### src/rtl/router_pkg.sv
// Router shared definitions: direction codes, port indices
// and the dimension-ordered (X first, then Y) route function.
package router_pkg;

   typedef enum logic [1:0] {
      DIR_NONE  = 2'b00,
      DIR_X     = 2'b01,
      DIR_Y     = 2'b10,
      DIR_LOCAL = 2'b11
   } dir_e;

   localparam int PORT_X     = 0;
   localparam int PORT_Y     = 1;
   localparam int PORT_LOCAL = 2;
   localparam int NUM_OUT    = 3;

   // Addresses arrive zero-extended as {y, x}; cw is one coordinate's width.
   function automatic dir_e xy_route(
      input logic [31:0] cur,
      input logic [31:0] dst,
      input int          cw = 1
   );
      logic [31:0] mask;
      logic [31:0] diff;
      mask = (32'd1 << cw) - 32'd1;
      diff = cur ^ dst;
      if ((diff & mask) != '0)
         return DIR_X;
      if (((diff >> cw) & mask) != '0)
         return DIR_Y;
      return DIR_LOCAL;
   endfunction

endpackage

### src/rtl/rr_arbiter.sv
// Round-robin arbiter: search starts one past the last grant,
// pointer advances only when a grant is issued.
module rr_arbiter #(
   parameter int N = 3
) (
   input  logic         clk,
   input  logic         rst,
   input  logic [N-1:0] req,
   input  logic         en,
   output logic [N-1:0] gnt
);

   localparam int PW = (N > 1) ? $clog2(N) : 1;

   logic [PW-1:0] ptr;
   logic [PW-1:0] win;
   logic [PW-1:0] j;
   logic          hit;

   always_comb begin
      gnt = '0;
      win = ptr;
      hit = 1'b0;
      j   = '0;
      for (int k = 1; k <= N; k++) begin
         j = PW'((int'(ptr) + k) % N);
         if (en && !hit && req[j]) begin
            gnt[j] = 1'b1;
            win    = j;
            hit    = 1'b1;
         end
      end
   end

   always_ff @(posedge clk) begin
      if (rst)
         ptr <= PW'(N - 1);
      else if (hit)
         ptr <= win;
   end

endmodule

### src/rtl/xy_route_switch.sv
// XY router switch core: per-input route, per-port round-robin
// arbitration and registered output slots with valid/ready.
module xy_route_switch
   import router_pkg::*;
#(
   parameter  int NUM_IN  = 3,
   parameter  int DATA_W  = 40,
   parameter  int COORD_W = 1,
   localparam int SW      = $clog2(NUM_IN)
) (
   input  logic                      clk,
   input  logic                      rst,
   input  logic [2*COORD_W-1:0]      cur_addr,
   input  logic [NUM_IN-1:0]         in_valid,
   output logic [NUM_IN-1:0]         in_ready,
   input  logic [NUM_IN*DATA_W-1:0]  in_data,
   output logic [NUM_OUT-1:0]        out_valid,
   input  logic [NUM_OUT-1:0]        out_ready,
   output logic [NUM_OUT*DATA_W-1:0] out_data,
   output logic [NUM_OUT*SW-1:0]     out_src,
   output logic [2*NUM_IN-1:0]       dir
);

   localparam int AW = 2 * COORD_W;
   localparam int DH = DATA_W - AW - 1;

   logic [1:0]        route    [NUM_IN];
   logic [NUM_IN-1:0] req      [NUM_OUT];
   logic [NUM_IN-1:0] gnt      [NUM_OUT];
   logic [DATA_W-1:0] sel_data [NUM_OUT];
   logic [SW-1:0]     sel_src  [NUM_OUT];
   logic [NUM_OUT-1:0] load;
   logic [NUM_OUT-1:0] free;

   always_comb begin
      for (int i = 0; i < NUM_IN; i++) begin
         route[i] = DIR_NONE;
         if (in_valid[i])
            route[i] = xy_route(
               32'(cur_addr),
               32'(in_data[i*DATA_W + DH -: AW]),
               COORD_W);
      end
   end

   // Route code k selects port k-1; DIR_NONE requests nothing.
   always_comb begin
      for (int p = 0; p < NUM_OUT; p++) begin
         req[p] = '0;
         for (int i = 0; i < NUM_IN; i++)
            req[p][i] = (route[i] == 2'(p + 1));
      end
   end

   assign free = ~out_valid | out_ready;

   for (genvar p = 0; p < NUM_OUT; p++) begin : g_arb
      rr_arbiter #(
         .N(NUM_IN)
      ) u_arb (
         .clk(clk),
         .rst(rst),
         .req(req[p]),
         .en(free[p] & ~rst),
         .gnt(gnt[p])
      );
   end

   always_comb begin
      in_ready = '0;
      for (int p = 0; p < NUM_OUT; p++) begin
         sel_data[p] = '0;
         sel_src[p]  = '0;
         load[p]     = |gnt[p];
         for (int i = 0; i < NUM_IN; i++) begin
            if (gnt[p][i]) begin
               sel_data[p] = in_data[i*DATA_W +: DATA_W];
               sel_src[p]  = SW'(i);
               in_ready[i] = 1'b1;
            end
         end
      end
   end

   always_ff @(posedge clk) begin
      if (rst) begin
         out_valid <= '0;
         out_data  <= '0;
         out_src   <= '0;
         dir       <= '0;
      end else begin
         for (int p = 0; p < NUM_OUT; p++) begin
            if (load[p]) begin
               out_valid[p]               <= 1'b1;
               out_data[p*DATA_W +: DATA_W] <= sel_data[p];
               out_src[p*SW +: SW]        <= sel_src[p];
            end else if (out_ready[p]) begin
               out_valid[p] <= 1'b0;
            end
         end
         for (int i = 0; i < NUM_IN; i++)
            dir[2*i +: 2] <= route[i];
      end
   end

endmodule

### config.mk
export PLATFORM = sky130hd
export DESIGN_NAME = xy_route_switch
export DESIGN_NICKNAME = d
export VERILOG_FILES = /design/src/rtl/router_pkg.sv /design/src/rtl/rr_arbiter.sv /design/src/rtl/xy_route_switch.sv
export SDC_FILE = /design/constraint.sdc
export NUM_CORES = 1
export LEC_CHECK = 0
export CORE_ASPECT_RATIO = 0.75
export CORE_MARGIN = 3
export CORE_UTILIZATION = 35
export DETAILED_ROUTE_END_ITERATION = 10
export SETUP_SLACK_MARGIN = 0.4
export SYNTH_ARGS = -nofsm -noshare
export SYNTH_HDL_FRONTEND = slang
export SYNTH_SLANG_ARGS = --single-unit
### constraint.sdc
create_clock -name clk -period 5.55 [get_ports clk]
set_clock_uncertainty 0.15 [all_clocks]
set_input_delay 1.11 -clock clk [delete_from_list [all_inputs] [get_ports clk]]
set_output_delay 1.11 -clock clk [all_outputs]
set_load 0.05 [all_outputs]
==> reports/metrics.csv, run 1 <==
metric,value,unit
Critical Path Max Stage Delay,0.56,ns
Max-slew headroom,20.2,%
Crit. End Element,output port,
IO Port Bufs,267,
DRC Markers,0,
most frequent cells in the layout,"259 x clkdlybuf4s50_1, 141 x dfxtp_1, 110 x nand2_1, 94 x inv_1, 60 x o21ai_0",
Async SR Flop Fraction,0,%
Mapped Nets,1166,
starting DRC count in detailed routing,1097,
vias in the first global route,9324,
worst-skew pair later-pin latency,0.44,ns
largest net degree at the start of global routing,57,
TritonCTS Sinks,141,
vias per std cell,6.11,
Final min period,5.01,ns
fmax,0.200,GHz
Layout fillers,2228,
CP max stage cell,clkdlybuf4s50_1,
Fin Hold WS,0.314,ns
Multi-input gate area,4930,µm²
Yosys reg bits,141,
fin area,12000,µm²
outcome,"finished, final reports clean",
Slew Limit Fails,0,
synth warn,0,
measured slew at the worst slew-check pin,1.20,ns
CP required,4.29,ns
CP Launch Type,input pin,
first-pass GRT wire length,58.0,mm
dpl cells,1524,
distinct cell type count after synthesis,84,
met3 WL,4.47,mm
Final Wtd Congestion,0.963,
Crit path arrival time,3.75,ns
Post-DP HPWL,24.5,mm
Peak VDD IR,0.356,mV
critical path type,input pin to output port,
HP Class,flip-flop to flip-flop,
1st-pass router iterations,5,
initial antenna violation count,1,
Mapped Cells,1024,
layout cells sized above 1,10.6,%
die area,26200,µm²
chip height,141,µm
row cnt,48,
"Clk pin slew, worst setup/hold paths",0.06,ns
unrepaired setup endpoints after global routing,no,
DRT antenna net count,0,
CTS tree,yes,
CTS Buf Count,17,
Final Net Count,1388,
Area Overhead vs Synth,41.6,%
Placed Area,11400,µm²
met1 WL,16.7,mm
routed wire length,38.9,mm
final setup violation count,0,
Synth Area per Inst,8.30,µm²
Post-synth EDFFs,0,
Util after Layout,51.4,%
sequential share of the synthesized area,33.2,%
Non-Filler Instances,1559,
Total GRT Usage,28.9,%
Die W,186,µm
leak pwr,4.35,nW
ant diodes,0,
Most used DFF post-synth,dfxtp_1,
GR Overflow Total,0,
Cell Pwr Density,505,nW/µm²
WL met2,16.8,mm
IO Count,268,
sequential cell area,2820,µm²
clock root buffer,clkbuf_16,
Hold Fails Final Rpt,0,
crit path cell chain,clkdlybuf4s50_1 -> xnor2_2 -> nand4_1 -> a211oi_4 -> nor4_2 -> a221o_2 -> or3_1 -> buf_12,
mapped cell area,8500,µm²
Initial Util,36.3,%
critical path peak fanout,7,
Via Count,9529,
setup tns final,0,ns
Max Used Layer,met5,
DR WL/cell,24.9,µm
core area,23400,µm²
"most common cell after layout, fill and taps aside",clkdlybuf4s50_1,
fin crit share,90.2,%
max-cap violation count,0,
maximum buffer depth of the clock tree,2,
H-tree levels,4,
-- cells by family (layout without fill, tap and decap cells) --
| kind of cell | count (synthesis) | in the layout | share of synthesized area [%] |
|---|---|---|---|
| AO/OA/AOI/OAI | 342 | 342 | 32.1 |
| XOR/XNOR | 12 | 12 | 1.85 |
| adder cells (fa/ha/maj) | 12 | 12 | 1.77 |
| buffers and inverters | 192 | 427 | 9.67 |
| flip-flops | 141 | 141 | 33.2 |
| multiplexers | 40 | 40 | 4.71 |
| AND/OR/NAND/NOR | 285 | 285 | 16.7 |
-- where the power goes --
group | switching [W] | leakage [nW] | internal (W)
registers | 0.000187 | 1.16 | 0.00134
logic | 0.00225 | 2.94 | 0.00118
clock network | 0.000505 | 0.254 | 0.000615
-- cells in the mapped netlist (all sizes together), types with 4 or more instances --
| library cell | count | share of area [%] |
|---|---|---|
| dfxtp | 141 | 33 |
| nand2 | 112 | 5.0 |
| inv | 95 | 4.2 |
| o21ai | 62 | 3.7 |
| clkbuf | 61 | 2.7 |
| nand3 | 53 | 3.1 |
| nor2 | 46 | 2.1 |
| a31oi | 43 | 3.2 |
| o31ai | 42 | 3.9 |
| o221ai | 41 | 5.0 |
| mux2i | 40 | 4.7 |
| buf | 36 | 2.8 |
| a21oi | 34 | 2.0 |
| a311oi | 22 | 2.3 |
| o32ai | 22 | 2.3 |
| o311ai | 21 | 2.5 |
| a221oi | 19 | 3.4 |
| nand4 | 17 | 1.3 |
| ha | 12 | 1.8 |
| nor2b | 7 | 0.52 |
| nor4 | 7 | 0.74 |
| and3 | 6 | 0.56 |
| and4 | 6 | 0.62 |
| xnor2 | 6 | 1.1 |
| xor2 | 6 | 0.79 |
| a211oi | 5 | 0.50 |
| and2 | 5 | 0.37 |
| nand2b | 5 | 0.37 |
| nor3 | 5 | 0.29 |
| o211ai | 5 | 0.50 |
| or3 | 4 | 0.29 |
-- metrics by stage --
step | total power [W] | worst slack [ns]
after detailed placement | 0.00492 | 0.337
final | 0.00607 | 0.543
after floorplan | 0.00377 | 1.15
after CTS | 0.00606 | 0.415
after global routing | 0.00633 | 0.458
after global placement | 0.00492 | 0.377
-- per-layer routing --
layer / track usage [%] / up-vias
met4: 9.24 / 2
li1: - / 4281
met2: 43.1 / 584
met3: 9.52 / 77
met5: 0 / -
met1: 39.5 / 4585
-- timing repair --
action / 4_1_cts / 5_1_grt
hold buffers: 0 / 0
pin swaps: 1 / 1
gates resized for setup: 1 / 8
setup buffers: 3 / 0
endpoints found under the hold margin: 0 / 0
endpoints found under the setup margin: 1 / 2
-- worst max-delay path, delay by kind of cell --
kind                      cells  cell delay [ns]
and+or+nand+nor               3             0.75
buffers and inverters         2             0.74
AOI/OAI and AO/OA             2             0.73
xor gates and xnor gates      1             0.41
-- sequential cells by signal, indices dropped and copies added (netlist names) --
signal / flops
dir: 6
g_arb.u_arb.ptr: 6
out_data: 120
out_src: 6
out_valid: 3
-- path summary, 6_finish.rpt --
path | start | end | slack [ns] | depth (start not counted)
worst max-delay path | in_data[116] | in_ready[0] | 0.54 | 8
worst min-delay path | out_data[22] | out_data[22] | 0.31 | 2
worst max register to register | g_arb[0].u_arb.ptr[0] | out_data[3] | 1.86 | 9
worst min register to register | out_data[22] | out_data[22] | 0.31 | 2
-- cell type report --
class	instances	share of cell area, %
clock inverter	14	1.01
timing repair buffer	300	24.9
clock buffer	18	3.57
tap	300	3.12
sequential	141	23.5
multi-input combinational	691	41.0
inverter	95	2.96
(Power assumes the default switching activity.)
==> inputs of run 2 (changes only) <==
- CORE_ASPECT_RATIO: 0.75 -> 0.5
- REMOVE_ABC_BUFFERS: not set -> 1
==> run 2 against run 1 <==
  * Setup slack worse by 0.063 ns
  * Critical endpoint unchanged
  * Power up 2.2%
  * Wire length fell by 1.2%
  * Hold slack about the same
==> reports/metrics.csv, run 2 (synthesis results as in run 1) <==
metric,value,unit,change
outcome,"finished, final reports clean",,
CTS Buf Count,17,,unchanged
max-cap violation count,0,,unchanged
starting DRC count in detailed routing,1129,,+2.9%
DR WL/cell,24.5,µm,-1.9%
Util after Layout,51.8,%,+0.44 points
Clock power frac,20.3,%,+1.9 points
crit path cell chain,clkdlybuf4s50_1 -> xor2_2 -> o41a_1 -> a211oi_2 -> nor4_2 -> a221o_2 -> or3_1 -> buf_4,,
IO Port Bufs,267,,unchanged
Crit path arrival time,3.81,ns,+0.06 ns
CP required,4.29,ns,about the same
HP Start,out_data[1],,
RR Startpoint,g_arb[2].u_arb.ptr[0],,
final setup violation count,0,,unchanged
CP max stage cell,clkdlybuf4s50_1,,
TritonCTS Sinks,141,,unchanged
max FFs per register,120,,unchanged
layout cells sized above 1,10.6,%,-0.088 points
Peak VDD IR,0.273,mV,-23%
DRT antenna net count,0,,unchanged
CTS tree,yes,,
Via Count,9499,,-0.31%
initial antenna violation count,3,,+2
worst reg2reg setup slack,1.87,ns,about the same
Final Net Count,1390,,+0.14%
leak pwr,4.35,nW,+0.15%
Reg with most FFs,out_data,,
Die W,226,µm,+22%
Fin Hold WS,0.314,ns,+0.0000450 ns
measured slew at the worst slew-check pin,1.34,ns,+0.140 ns
Multi-input gate area,4910,µm²,-0.43%
1st-pass router iterations,5,,unchanged
reg2reg path depth,10,,+1
vias in the first global route,9291,,-0.35%
Crit. End Element,output port,,
"Clk pin slew, worst setup/hold paths",0.07,ns,about the same
Layout fillers,2158,,-3.1%
Final min period,5.07,ns,+0.0627 ns
Hold Fails Final Rpt,0,,unchanged
Internal Pwr Total,0.00327,W,+4.5%
critical path type,input pin to output port,,
vias per std cell,6.05,,-1.0%
fmax,0.197,GHz,-1.2%
Net Switching,0.00293,W,-0.28%
row cnt,39,,-19%
fin crit share,91.3,%,+1.1 points
routed wire length,38.4,mm,-1.2%
maximum buffer depth of the clock tree,2,,unchanged
IO Count,268,,unchanged
critical path peak fanout,5,,-2
r2r endpoint,out_data[96],,
Post-DP HPWL,25.4,mm,+3.7%
Initial Util,36.4,%,+0.15 points
"most common cell after layout, fill and taps aside",clkdlybuf4s50_1,,
Total GRT Usage,28.6,%,-0.30 points
GR Overflow Total,0,,unchanged
worst-skew pair later-pin latency,0.44,ns,about the same
Critical Path Max Stage Delay,0.60,ns,+0.04 ns
die area,26300,µm²,+0.36%
core area,23300,µm²,-0.42%
"delay-heaviest family, CP",compound AO/OA/AOI/OAI gates,,
Max-slew headroom,11.0,%,-9.3 points
buffers and inverters on the worst path,2,,unchanged
sequential cell area,2820,µm²,unchanged
dpl cells,1532,,+0.52%
largest net degree at the start of global routing,57,,unchanged
DRC Markers,0,,unchanged
hold path depth,2,,unchanged
Sequential Power Share,24.7,%,-0.4 points
H-tree levels,4,,unchanged
Cell Pwr Density,513,nW/µm²,+1.7%
Non-Filler Instances,1570,,+0.71%
Critical Path Source,in_data[76],,
Final Power,0.00620,W,+2.2%
combinational power share,55.0,%,-1.4 points
HP Class,flip-flop to flip-flop,,
cts-stage hold buffer count,0,,unchanged
chip height,116,µm,-18%
Worst Hold End,out_data[1],,
Slew Limit Fails,0,,unchanged
clock root buffer,clkbuf_16,,
most frequent cells in the layout,"261 x clkdlybuf4s50_1, 141 x dfxtp_1, 110 x nand2_1, 94 x inv_1, 60 x o21ai_0",,
Final Wtd Congestion,0.936,,-2.8%
first-pass GRT wire length,57.4,mm,-1.0%
unrepaired setup endpoints after global routing,no,,
CP Launch Type,input pin,,
Sw Ratio,47.3,%,-1.2 points
Area Overhead vs Synth,42.2,%,
-- run 2: changes by cell type in the layout (fill, tap and decap cells not counted), sizes merged, moves of 2 or more --
cell,change
clkdlybuf4s50,+2
clkinv,-4
bufinv,+3
inv,+3
dlymetal6s2s,-3
clkinvlp,-4
buf,+2
diode,+3
-- run 2: worst max path at each step --
stage | to | slack, ns | cells past startpoint
6_report | in_ready[0] | 0.48 | 8
3_5_place_dp | in_ready[0] | 0.29 | 8
5_1_grt | in_ready[0] | 0.41 | 8
3_3_place_gp | in_ready[0] | 0.30 | 8
2_1_floorplan | in_ready[0] | -1.28 | 5
4_1_cts | in_ready[0] | 0.45 | 8
-- run 2: worst reg2reg max path, cell delays in order, from the launching register on --
cell and delay (ns):
dfxtp_1 0.33, inv_1 0.10, ha_1 0.34, nor2b_1 0.19, nand4_1 0.12, a31oi_1 0.43
nand3b_1 0.24, o221ai_4 1.08, buf_4 0.37, o31ai_1 0.09, a31oi_1 0.17
-- run 2: layout make-up --
| class | instances | share of cell area [%] |
|---|---|---|
| clock buffers | 19 | 3.67 |
| clock inverters | 12 | 1.52 |
| well taps | 307 | 3.18 |
| multi-input cells | 691 | 40.7 |
| flip-flops and latches | 141 | 23.4 |
| diodes | 3 | 0.0621 |
| repair buffers | 302 | 24.6 |
| inverters | 95 | 2.95 |
-- run 2: power groups by stage --
stage | clock network, W | logic [W] | registers [W]
after floorplan | 0 | 0.00114 | 0.00258
after detailed placement | 0 | 0.00338 | 0.00155
after global routing | 0.00132 | 0.00357 | 0.00156
after CTS | 0.00128 | 0.00340 | 0.00153
after global placement | 0 | 0.00336 | 0.00154
final | 0.00126 | 0.00341 | 0.00153
-- run 2: stage by stage --
stage	instance area, µm²	setup TNS, ns	worst slack (ns)
6_report	12100	0	0.481
3_3_place_gp	11400	0	0.301
4_1_cts	12100	0	0.449
2_1_floorplan	8030	-10.05	-1.28
3_5_place_dp	11400	0	0.285
5_1_grt	12100	0	0.405
-- run 2: what timing repair did --
item,4_1_cts,5_1_grt
pin swaps,1,0
buffers inserted,4,0
setup endpoints to repair,1,2
gates resized for setup,1,3
-- run 2: per-layer routing --
| metal | up-vias | wire [µm] | global-route usage [%] |
|---|---|---|---|
| met2 | 510 | 17100 | 44.7 |
| li1 | 4294 | - | - |
| met3 | 68 | 3110 | 6.38 |
| met5 | - | 0 | 0 |
| met4 | 0 | 1220 | 12.0 |
| met1 | 4627 | 17000 | 38.5 |
